==> src/rtl/rocket_race_if.sv <==
// Per-frame control and display bundle between the game controller, the
// rocket/score engine and the renderers.
interface rocket_race_if #(
  parameter int NUM_PLAYERS = 2,
  parameter int POS_W       = 9,
  parameter int SCORE_W     = 4
);
  // Timing contract: FRAME_TICK is a one-cycle strobe per frame; GAME_ON is a level;
  // CRASH may pulse on any cycle. Every engine output is a flop, valid the cycle after
  // the event that changed it, and there is no back-pressure.
  logic                           FRAME_TICK;
  logic                           GAME_ON;
  logic [NUM_PLAYERS-1:0]         UP_N;
  logic [NUM_PLAYERS-1:0]         DOWN_N;
  logic [NUM_PLAYERS-1:0]         CRASH;
  logic [NUM_PLAYERS*POS_W-1:0]   POS;
  logic [NUM_PLAYERS*SCORE_W-1:0] SCORE;
  logic [NUM_PLAYERS-1:0]         SCORE_PULSE;
  logic [NUM_PLAYERS-1:0]         CRASHED;
  logic [NUM_PLAYERS-1:0]         ROCKET_ON;
  logic [2*NUM_PLAYERS-1:0]       DBG_STATE;

  modport master (
    output FRAME_TICK, GAME_ON, UP_N, DOWN_N, CRASH,
    input  POS, SCORE, SCORE_PULSE, CRASHED, ROCKET_ON, DBG_STATE
  );

  modport slave (
    input  FRAME_TICK, GAME_ON, UP_N, DOWN_N, CRASH,
    output POS, SCORE, SCORE_PULSE, CRASHED, ROCKET_ON, DBG_STATE
  );
endinterface

==> src/rtl/rocket_race_core.sv <==
// N-player rocket/score engine: per-channel IDLE/FLY/CRASH FSM advanced once per
// frame, with shared GAME_ON edge handling for score clear and return to attract.
module rocket_race_core #(
  parameter int NUM_PLAYERS = 2,
  parameter int POS_W       = 9,
  parameter int TOP_LINE    = 16,
  parameter int BOTTOM_LINE = 240,
  parameter int STEP        = 1,
  parameter int SCORE_W     = 4,
  parameter int MAX_SCORE   = 9,
  parameter int CRASH_HOLD  = 60
) (
  input  logic          CLK_SRC,
  input  logic          RESET,
  rocket_race_if.slave  bus
);

  localparam int HOLD_W  = $clog2(CRASH_HOLD + 1);
  localparam int CROSS_I = TOP_LINE + STEP;
  localparam int ONE_I   = 1;

  localparam logic [1:0] ST_IDLE  = 2'd0;
  localparam logic [1:0] ST_FLY   = 2'd1;
  localparam logic [1:0] ST_CRASH = 2'd2;

  localparam logic [POS_W:0]     LP_CROSS    = CROSS_I[POS_W:0];
  localparam logic [POS_W:0]     LP_BOTTOM_E = BOTTOM_LINE[POS_W:0];
  localparam logic [POS_W:0]     LP_STEP_E   = STEP[POS_W:0];
  localparam logic [POS_W-1:0]   LP_BOTTOM   = BOTTOM_LINE[POS_W-1:0];
  localparam logic [POS_W-1:0]   LP_STEP     = STEP[POS_W-1:0];
  localparam logic [SCORE_W-1:0] LP_MAX      = MAX_SCORE[SCORE_W-1:0];
  localparam logic [SCORE_W-1:0] LP_ONE_S    = ONE_I[SCORE_W-1:0];
  localparam logic [HOLD_W-1:0]  LP_HOLD     = CRASH_HOLD[HOLD_W-1:0];
  localparam logic [HOLD_W-1:0]  LP_ONE_H    = ONE_I[HOLD_W-1:0];

  logic r_game_q;
  logic w_rise;
  logic w_fall;

  logic [POS_W-1:0]   w_pos_a     [NUM_PLAYERS];
  logic [SCORE_W-1:0] w_score_a   [NUM_PLAYERS];
  logic [1:0]         w_state_a   [NUM_PLAYERS];
  logic               w_pulse_a   [NUM_PLAYERS];
  logic               w_crashed_a [NUM_PLAYERS];
  logic               w_on_a      [NUM_PLAYERS];

  assign w_rise = bus.GAME_ON & ~r_game_q;
  assign w_fall = ~bus.GAME_ON & r_game_q;

  always_ff @(posedge CLK_SRC or posedge RESET) begin
    if (RESET) r_game_q <= 1'b0;
    else       r_game_q <= bus.GAME_ON;
  end

  for (genvar gi = 0; gi < NUM_PLAYERS; gi++) begin : g_ch
    logic [1:0]         r_state, w_state_nxt;
    logic [POS_W-1:0]   r_pos, w_pos_nxt;
    logic [SCORE_W-1:0] r_score, w_score_nxt;
    logic [HOLD_W-1:0]  r_hold, w_hold_nxt;
    logic               r_pulse, w_pulse_nxt;
    logic               r_crashed, r_on;
    logic               w_up, w_dn;
    logic [POS_W:0]     w_pos_ext, w_down_sum;

    assign w_up       = ~bus.UP_N[gi] & bus.DOWN_N[gi];
    assign w_dn       = ~bus.DOWN_N[gi] & bus.UP_N[gi];
    assign w_pos_ext  = {1'b0, r_pos};
    assign w_down_sum = w_pos_ext + LP_STEP_E;

    always_comb begin
      w_state_nxt = r_state;
      w_pos_nxt   = r_pos;
      w_score_nxt = r_score;
      w_hold_nxt  = r_hold;
      w_pulse_nxt = 1'b0;
      if (w_fall) begin
        w_state_nxt = ST_IDLE;
        w_pos_nxt   = LP_BOTTOM;
        w_hold_nxt  = '0;
      end else begin
        if (w_rise) w_score_nxt = '0;
        case (r_state)
          ST_IDLE: begin
            w_pos_nxt = LP_BOTTOM;
            if (bus.GAME_ON) w_state_nxt = ST_FLY;
          end
          ST_FLY: begin
            // Crash is checked first so it beats a same-tick top-line crossing.
            if (bus.CRASH[gi]) begin
              w_state_nxt = ST_CRASH;
              w_pos_nxt   = LP_BOTTOM;
              w_hold_nxt  = LP_HOLD;
            end else if (bus.FRAME_TICK) begin
              if (w_up && (w_pos_ext <= LP_CROSS)) begin
                w_pos_nxt   = LP_BOTTOM;
                w_pulse_nxt = 1'b1;
                if (w_score_nxt < LP_MAX) w_score_nxt = w_score_nxt + LP_ONE_S;
              end else if (w_up) begin
                w_pos_nxt = r_pos - LP_STEP;
              end else if (w_dn) begin
                w_pos_nxt = (w_down_sum >= LP_BOTTOM_E) ? LP_BOTTOM : w_down_sum[POS_W-1:0];
              end
            end
          end
          ST_CRASH: begin
            if (bus.FRAME_TICK) begin
              if (r_hold <= LP_ONE_H) begin
                w_state_nxt = ST_FLY;
                w_hold_nxt  = '0;
              end else begin
                w_hold_nxt = r_hold - LP_ONE_H;
              end
            end
          end
          default: begin
            w_state_nxt = ST_IDLE;
            w_pos_nxt   = LP_BOTTOM;
          end
        endcase
      end
    end

    always_ff @(posedge CLK_SRC or posedge RESET) begin
      if (RESET) begin
        r_state   <= ST_IDLE;
        r_pos     <= LP_BOTTOM;
        r_score   <= '0;
        r_hold    <= '0;
        r_pulse   <= 1'b0;
        r_crashed <= 1'b0;
        r_on      <= 1'b0;
      end else begin
        r_state   <= w_state_nxt;
        r_pos     <= w_pos_nxt;
        r_score   <= w_score_nxt;
        r_hold    <= w_hold_nxt;
        r_pulse   <= w_pulse_nxt;
        r_crashed <= (w_state_nxt == ST_CRASH);
        r_on      <= (w_state_nxt == ST_FLY);
      end
    end

    assign w_pos_a[gi]     = r_pos;
    assign w_score_a[gi]   = r_score;
    assign w_state_a[gi]   = r_state;
    assign w_pulse_a[gi]   = r_pulse;
    assign w_crashed_a[gi] = r_crashed;
    assign w_on_a[gi]      = r_on;
  end

  always_comb begin
    bus.POS         = '0;
    bus.SCORE       = '0;
    bus.DBG_STATE   = '0;
    bus.SCORE_PULSE = '0;
    bus.CRASHED     = '0;
    bus.ROCKET_ON   = '0;
    for (int i = 0; i < NUM_PLAYERS; i++) begin
      bus.POS[i*POS_W +: POS_W]       = w_pos_a[i];
      bus.SCORE[i*SCORE_W +: SCORE_W] = w_score_a[i];
      bus.DBG_STATE[i*2 +: 2]         = w_state_a[i];
      bus.SCORE_PULSE[i]              = w_pulse_a[i];
      bus.CRASHED[i]                  = w_crashed_a[i];
      bus.ROCKET_ON[i]                = w_on_a[i];
    end
  end

endmodule
==> src/flat_wrapper.sv <==
// flat-port wrapper written by rule: the top's interface ports become plain ports
module rocket_race_core_flat 
#(
  parameter int NUM_PLAYERS = 2,
  parameter int POS_W       = 9,
  parameter int TOP_LINE    = 16,
  parameter int BOTTOM_LINE = 240,
  parameter int STEP        = 1,
  parameter int SCORE_W     = 4,
  parameter int MAX_SCORE   = 9,
  parameter int CRASH_HOLD  = 60
)
  (CLK_SRC, RESET, bus_FRAME_TICK, bus_GAME_ON, bus_UP_N, bus_DOWN_N, bus_CRASH, bus_POS, bus_SCORE, bus_SCORE_PULSE, bus_CRASHED, bus_ROCKET_ON, bus_DBG_STATE);
  rocket_race_if #(.NUM_PLAYERS(NUM_PLAYERS), .POS_W(POS_W), .SCORE_W(SCORE_W)) bus_i ();
  input  logic CLK_SRC;
  input  logic RESET;
  input wire logic [$bits(bus_i.FRAME_TICK)-1:0] bus_FRAME_TICK;
  input wire logic [$bits(bus_i.GAME_ON)-1:0] bus_GAME_ON;
  input wire logic [$bits(bus_i.UP_N)-1:0] bus_UP_N;
  input wire logic [$bits(bus_i.DOWN_N)-1:0] bus_DOWN_N;
  input wire logic [$bits(bus_i.CRASH)-1:0] bus_CRASH;
  output wire logic [$bits(bus_i.POS)-1:0] bus_POS;
  output wire logic [$bits(bus_i.SCORE)-1:0] bus_SCORE;
  output wire logic [$bits(bus_i.SCORE_PULSE)-1:0] bus_SCORE_PULSE;
  output wire logic [$bits(bus_i.CRASHED)-1:0] bus_CRASHED;
  output wire logic [$bits(bus_i.ROCKET_ON)-1:0] bus_ROCKET_ON;
  output wire logic [$bits(bus_i.DBG_STATE)-1:0] bus_DBG_STATE;
  assign bus_i.FRAME_TICK = bus_FRAME_TICK;
  assign bus_i.GAME_ON = bus_GAME_ON;
  assign bus_i.UP_N = bus_UP_N;
  assign bus_i.DOWN_N = bus_DOWN_N;
  assign bus_i.CRASH = bus_CRASH;
  assign bus_POS = bus_i.POS;
  assign bus_SCORE = bus_i.SCORE;
  assign bus_SCORE_PULSE = bus_i.SCORE_PULSE;
  assign bus_CRASHED = bus_i.CRASHED;
  assign bus_ROCKET_ON = bus_i.ROCKET_ON;
  assign bus_DBG_STATE = bus_i.DBG_STATE;
  rocket_race_core #(.NUM_PLAYERS(NUM_PLAYERS), .POS_W(POS_W), .TOP_LINE(TOP_LINE), .BOTTOM_LINE(BOTTOM_LINE), .STEP(STEP), .SCORE_W(SCORE_W), .MAX_SCORE(MAX_SCORE), .CRASH_HOLD(CRASH_HOLD)) u_core (.CLK_SRC(CLK_SRC), .RESET(RESET), .bus(bus_i));
endmodule
==> config.mk <==
export PLATFORM = sky130hd
export DESIGN_NAME = rocket_race_core_flat
export DESIGN_NICKNAME = d
export VERILOG_FILES = /design/src/rtl/rocket_race_if.sv /design/src/rtl/rocket_race_core.sv /design/src/flat_wrapper.sv
export SDC_FILE = /design/constraint.sdc
export NUM_CORES = 1
export LEC_CHECK = 0
export CORE_MARGIN = 5
export CORE_UTILIZATION = 45
export DETAILED_ROUTE_END_ITERATION = 6
export GPL_TIMING_DRIVEN = 0
export PLACE_DENSITY = 0.73
export SYNTH_ARGS = -nofsm -noshare
export SYNTH_HDL_FRONTEND = slang
export SYNTH_SLANG_ARGS = --single-unit
==> constraint.sdc <==
create_clock -name CLK_SRC -period 2.2 [get_ports CLK_SRC]
set_input_delay 0.55 -clock CLK_SRC [delete_from_list [all_inputs] [get_ports CLK_SRC]]
set_output_delay 0.55 -clock CLK_SRC [all_outputs]
set_load 0.01 [all_outputs]
==> results of run 1 <==
critical path: stages:
cell             delay, ps
clkdlybuf4s50_1        470
nand2b_4               200
a31o_1                 180
or4_4                  410
buf_6                  150
nand2b_4               140
a221oi_2               250
power groups by stage:
stage	combinational, µW	clock, µW	sequential, µW
2_1_floorplan	1020	0	1210
3_3_place_gp	1380	0	1230
3_5_place_dp	1420	0	1230
4_1_cts	1460	699	1210
5_1_grt	1750	735	1250
6_report	1550	677	1220
repair_timing:
| action | CTS | global route |
|---|---|---|
| resized for setup | 26 | 39 |
| endpoints found under the hold margin | 0 | 0 |
| setup buffers | 3 | 9 |
| pin swaps | 2 | 15 |
| setup endpoints to repair | 41 | 35 |
cell usage in the layout (no fill, tap or decap), drive strengths merged, types with 8 or more instances in the layout:
cell type      Yosys  routed
a21oi             25      25
buf               16      30
clkbuf             8      11
clkdlybuf4s50      0      39
dfrtp             41      41
dfstp              8       8
ha                22      22
inv               28      28
nand2             32      32
nand2b            15      15
nand3             20      20
nor2              31      31
nor3              12      12
nor3b              8       8
nor4              14      14
o21ai             20      20
per-stage QoR:
step / cells / setup TNS [ps] / util (%) / hold WS [ps]
floorplan: 423 / -34.2 / - / 483
global placement: 573 / -49520 / 52.8 / 506
detailed placement: 574 / -26940 / 53.0 / 519
CTS: 583 / -74.6 / 55.3 / 444
global route: 590 / -14.2 / 57.7 / 444
finish: 590 / 0 / 57.7 / 458
final cells by class:
class                           instances  area share [%]
Multi-Input combinational cell        322            51.2
Buffer                                 20            2.62
Clock buffer                            7            1.85
Timing Repair Buffer                   58            12.0
Tap cell                              105            2.81
Sequential cell                        49            26.6
Inverter                               28            2.25
Clock inverter                          1           0.643
kinds of logic (layout without fill, tap and decap cells):
logic type / after synthesis / in the layout
DFF: 49 / 49
muxes: 6 / 6
buffers and inverters: 52 / 114
AOI/OAI and AO/OA: 110 / 110
xor gates and xnor gates: 7 / 7
adders and majority gates: 23 / 23
and+or+nand+nor: 176 / 176
registers in the layout, indices dropped and copies added, names as in the netlist:
signal                 flops
u_core.g_ch.r_pos         18
u_core.g_ch.r_hold        12
u_core.g_ch.r_score        8
u_core.g_ch.r_state        4
u_core.g_ch.r_crashed      2
u_core.g_ch.r_on           2
u_core.g_ch.r_pulse        2
u_core.r_game_q            1
worst max-delay path by stage:
stage	start	endpoint	slack, ps	cells after the start
floorplan	u_core.r_game_q	u_core.g_ch[1].r_score[1]	-30	11
global placement	bus_GAME_ON	u_core.g_ch[1].r_score[1]	-970	11
detailed placement	bus_GAME_ON	u_core.g_ch[1].r_score[1]	-1000	11
CTS	u_core.r_game_q	u_core.g_ch[1].r_score[1]	-70	10
global route	u_core.g_ch[0].r_pos[1]	u_core.g_ch[0].r_score[1]	-10	7
finish	bus_CRASH[1]	u_core.g_ch[1].r_score[1]	60	7
routing by layer:
layer | track usage (%) | vias to the layer above | part of all wire, %
met4 | 5.70 | 0 | 1.0
met1 | 25.9 | 1685 | 47
met2 | 29.2 | 92 | 48
li1 | - | 1676 | -
met3 | 3.34 | 9 | 4.3
met5 | 0 | - | 0
==> reports/results.tsv, run 1 <==
metric	value	unit
status	completed	
grtUsageTotal	18.5	%
max_freq	467	MHz
via_count	3462	
crit_arrival	2360	ps
initial_core_util	45.3	%
sw_frac_of_total	38.7	%
detailed_place_hpwl	6700	µm
maxSlewViolCount	0	
path_clk_slew	90	ps
drtIter0Drc	143	
postCtsHoldBufs	0	
finalHoldViolations	0	
fin_skew	15.1	ps
place_area	4290	µm²
layout.nets	516	
r2r_slack	90	ps
finalSetupViolCount	0	
die_area	10100	µm²
synth_top_family_by_area	simple AND/OR/NAND/NOR gates	
worstMarginPinSlew	663	ps
grt_pass1_vias	3332	
cts_made_buffers	5	
synthSimpleGateAreaFrac	27.0	%
hold_depth	1	
insertion_delay	310	ps
io_pins	46	
synth_fa_ha_area_share	7.77	%
finalCritPeriodShare	97.3	%
synthFlopType	dfrtp_1	
synth_area_leaders	dfrtp_1, ha_1, dfstp_2	
syn_area_per_cell	8.68	µm²
core	8090	µm²
min_period	2140	ps
port_buffers	45	
vias_per_cell	5.87	
seqPwrFrac	35.4	%
path_max_fanout	5	
yosysWarnings	0	
postLayoutSetupSlackWorst	58.8	ps
synth_compound_area_share	21.6	%
r2r_end	u_core.g_ch[0].r_pos[2]	
cts.sinks	49	
r2r-start	u_core.g_ch[0].r_pos[1]	
cp_data_required_time	2420	ps
area_growth	27.3	%
start_kind	input pin	
min_to	u_core.r_game_q	
overflow	0	
drt_wl_total	9320	µm
reg2reg_depth	6	
yosys.cell_count.top_type	dfrtp_1	
layout-drive-gt1-share	20.6	%
critical_path_class	input pin to flop	
synth-edff-count	0	
rows	33	
pre_cts_ws	-1000	ps
ant_nets	0	
antenna_found_initial	0	
power_density	738	nW/µm²
min_from	bus_GAME_ON	
worst_setup_path_end_kind	flop	
synth_cell_types	76	
power.switching	1340	µW
ys_seq_elements	49	
synth_xor_area_share	1.67	%
ys_seq_area_share	33.7	%
slew_headroom	55.5	%
avgRoutedWirePerCell	15.8	µm
synth_cells	423	
yosys.area.top_type	dfrtp_1	
cellLeakagePower	0.00196	µW
tritoncts	built	
design_area	4670	µm²
place.gp.congestion	0.904	
ir_worst_vdd	0.359	mV
chipHeight	100	µm
clkPwrFrac	19.6	%
multi_input_area	2390	µm²
synth_commonest_cells	dfrtp_1, nand2_1, nor2_1, inv_1, a21oi_1	
max-cap-violations	0	
p_int	2110	µW
root_buffer	clkbuf_8	
synthArstFlopShare	100	%
cts.htree.levels	2	
n_antenna_cell	0	
hp-class	input pin to flop	
die_x	100	µm
cts_max_path_buffers	2	
num-fill-cells	725	
total_power	3450	µW
drc	0	
grt_pass1_wl	15500	µm
synth_area	3670	µm²
drt-pass1-iter-count	5	
p_comb_share	45.0	%
syn_nets	455	
synth_top_area_share	28.0	%
synthMuxAreaShare	1.67	%
seq_area	1240	µm²
grt_max_degree	28	
No activity file was read; power rests on OpenSTA's default activity.
==> inputs of run 2 (changes only) <==
--- a/config.mk
+++ b/config.mk
@@ -5,6 +5,7 @@
 export SDC_FILE = /design/constraint.sdc
 export NUM_CORES = 1
 export LEC_CHECK = 0
+export CORE_ASPECT_RATIO = 1.2
 export CORE_MARGIN = 5
 export CORE_UTILIZATION = 45
 export DETAILED_ROUTE_END_ITERATION = 6
==> reports/results.tsv, run 2 (synthesis results as in run 1) <==
metric	value	unit
max-cap-violations	0	
ant_nets	0	
hold_slack	490	ps
drtIter0Drc	157	
path_max_fanout	6	
grtUsageTotal	19.2	%
cts.sinks	49	
largest_reg_flops	18	
slew_headroom	54.4	%
layout.nets	514	
r2r_slack	-0.8	ps
min_from	bus_GAME_ON	
chipHeight	109	µm
core	8060	µm²
finalCritPeriodShare	100	%
final_cell_mix	clkdlybuf4s50_1, dfrtp_1, nor2_1, nand2_1, inv_1	
drt_wl_total	9630	µm
root_buffer	clkbuf_8	
status	finished, violations left	
cts_made_buffers	5	
grt_pass1_vias	3416	
rsz0062_at_grt	yes	
layout-drive-gt1-share	20.5	%
p_comb_share	44.8	%
postCtsHoldBufs	0	
power_density	727	nW/µm²
finalHoldViolations	0	
ir_worst_vdd	0.314	mV
critical_path_class	flop to flop	
start_kind	flop	
fin_skew	10.4	ps
die_x	92.4	µm
clkPwrFrac	19.4	%
min_to	u_core.r_game_q	
postLayoutSetupSlackWorst	-0.826	ps
finalSetupViolCount	1	
rows	36	
overflow	0	
cts_max_path_buffers	2	
power.switching	1320	µW
violations	negative setup slack	
r2r_end	u_core.g_ch[1].r_score[1]	
io_pins	46	
port_buffers	45	
cp_data_required_time	2410	ps
place_inst	564	
worstMarginPinSlew	679	ps
cellLeakagePower	0.00195	µW
seqPwrFrac	35.8	%
post-route-util	57.7	%
fin_cells	578	
min_period	2200	ps
reg2reg_depth	8	
sw_frac_of_total	38.9	%
n_antenna_cell	0	
total_power	3390	µW
via_count	3496	
biggestRegsByFlops	u_core.g_ch.r_pos (18), u_core.g_ch.r_hold (12), u_core.g_ch.r_score (8)	
worst_setup_path_end_kind	flop	
insertion_delay	300	ps
tns	-0.826	ps
p_int	2070	µW
detailed_place_hpwl	6880	µm
antenna_found_initial	0	
crit_arrival	2410	ps
drc	0	
path_clk_slew	100	ps
initial_core_util	45.5	%
hold_depth	1	
tritoncts	built	
avgRoutedWirePerCell	16.7	µm
drt-pass1-iter-count	5	
place.gp.congestion	0.888	
max_freq	454	MHz
r2r-start	u_core.r_game_q	
area_growth	26.8	%
die_area	10100	µm²
vias_per_cell	6.05	
num-fill-cells	733	
regMostFlops	u_core.g_ch.r_pos	
cts.htree.levels	2	
final_common_cell	clkdlybuf4s50_1	
maxSlewViolCount	0	
grt_max_degree	38	
hp-class	input pin to flop	
grt_pass1_wl	15900	µm
run 2: final cells by class:
| class | instances | area (µm²) | share of cell area (%) |
|---|---|---|---|
| clock buffer | 5 | 68.8 | 1.48 |
| sequential | 49 | 1240 | 26.7 |
| multi-input combinational | 322 | 2410 | 51.8 |
| clock inverter | 3 | 43.8 | 0.941 |
| inverter | 28 | 105 | 2.26 |
| timing repair buffer | 57 | 554 | 11.9 |
| buffer | 19 | 113 | 2.42 |
| tap | 95 | 119 | 2.55 |
run 2: repair_timing:
item	4_1_cts	5_1_grt
endpoints found under the setup margin	41	26
buffers inserted	8	3
resized for setup	25	38
pin swaps	3	9
run 2: power by group through the flow:
stage / Sequential, µW / Clock, µW / Combinational, µW
after floorplan: 1210 / 0 / 1020
after global placement: 1220 / 0 / 1370
after detailed placement: 1220 / 0 / 1420
after CTS: 1210 / 664 / 1450
after global routing: 1240 / 708 / 1690
final: 1210 / 655 / 1520
run 2: how the worst max path moves through the flow:
stage	end	start	depth (start not counted)
finish	u_core.g_ch[1].r_score[1]	u_core.r_game_q	8
CTS	u_core.g_ch[1].r_score[1]	u_core.r_game_q	10
global route	u_core.g_ch[1].r_score[1]	u_core.r_game_q	8
global placement	u_core.g_ch[1].r_score[1]	bus_GAME_ON	11
floorplan	u_core.g_ch[1].r_score[1]	u_core.r_game_q	11
detailed placement	u_core.g_ch[1].r_score[1]	bus_GAME_ON	11
run 2: critical path, stage by stage (launching register included):
cell	delay [ps]
dfrtp_2	420
nand2b_4	180
nand2_4	90
ha_4	140
nand2b_4	40
a31o_1	220
or4_4	540
nand2b_4	190
a221oi_4	290
run 2: per-stage QoR:
step / cell area (µm²) / worst slack [ps]
6_report: 4650 / -0.826
5_1_grt: 4650 / -85.0
4_1_cts: 4500 / -52.7
3_5_place_dp: 4280 / -1030
3_3_place_gp: 4260 / -948
2_1_floorplan: 3690 / -34.2
run 2: per-layer routing:
layer,up-vias,wire length (µm),GRT usage (%)
li1,1673,-,-
met1,1700,3780,21.4
met2,111,5220,37.1
met3,12,474,2.62
met4,0,148,6.16
met5,-,0,0
==> inputs of run 3 (changes only) <==
--- a/config.mk
+++ b/config.mk
@@ -5,6 +5,7 @@
 export SDC_FILE = /design/constraint.sdc
 export NUM_CORES = 1
 export LEC_CHECK = 0
+export ABC_CLOCK_PERIOD_IN_PS = 2200
 export CORE_ASPECT_RATIO = 1.2
 export CORE_MARGIN = 5
 export CORE_UTILIZATION = 45
==> results of run 3 <==
The final DEF is identical to that of run 2; final timing and power are the same.
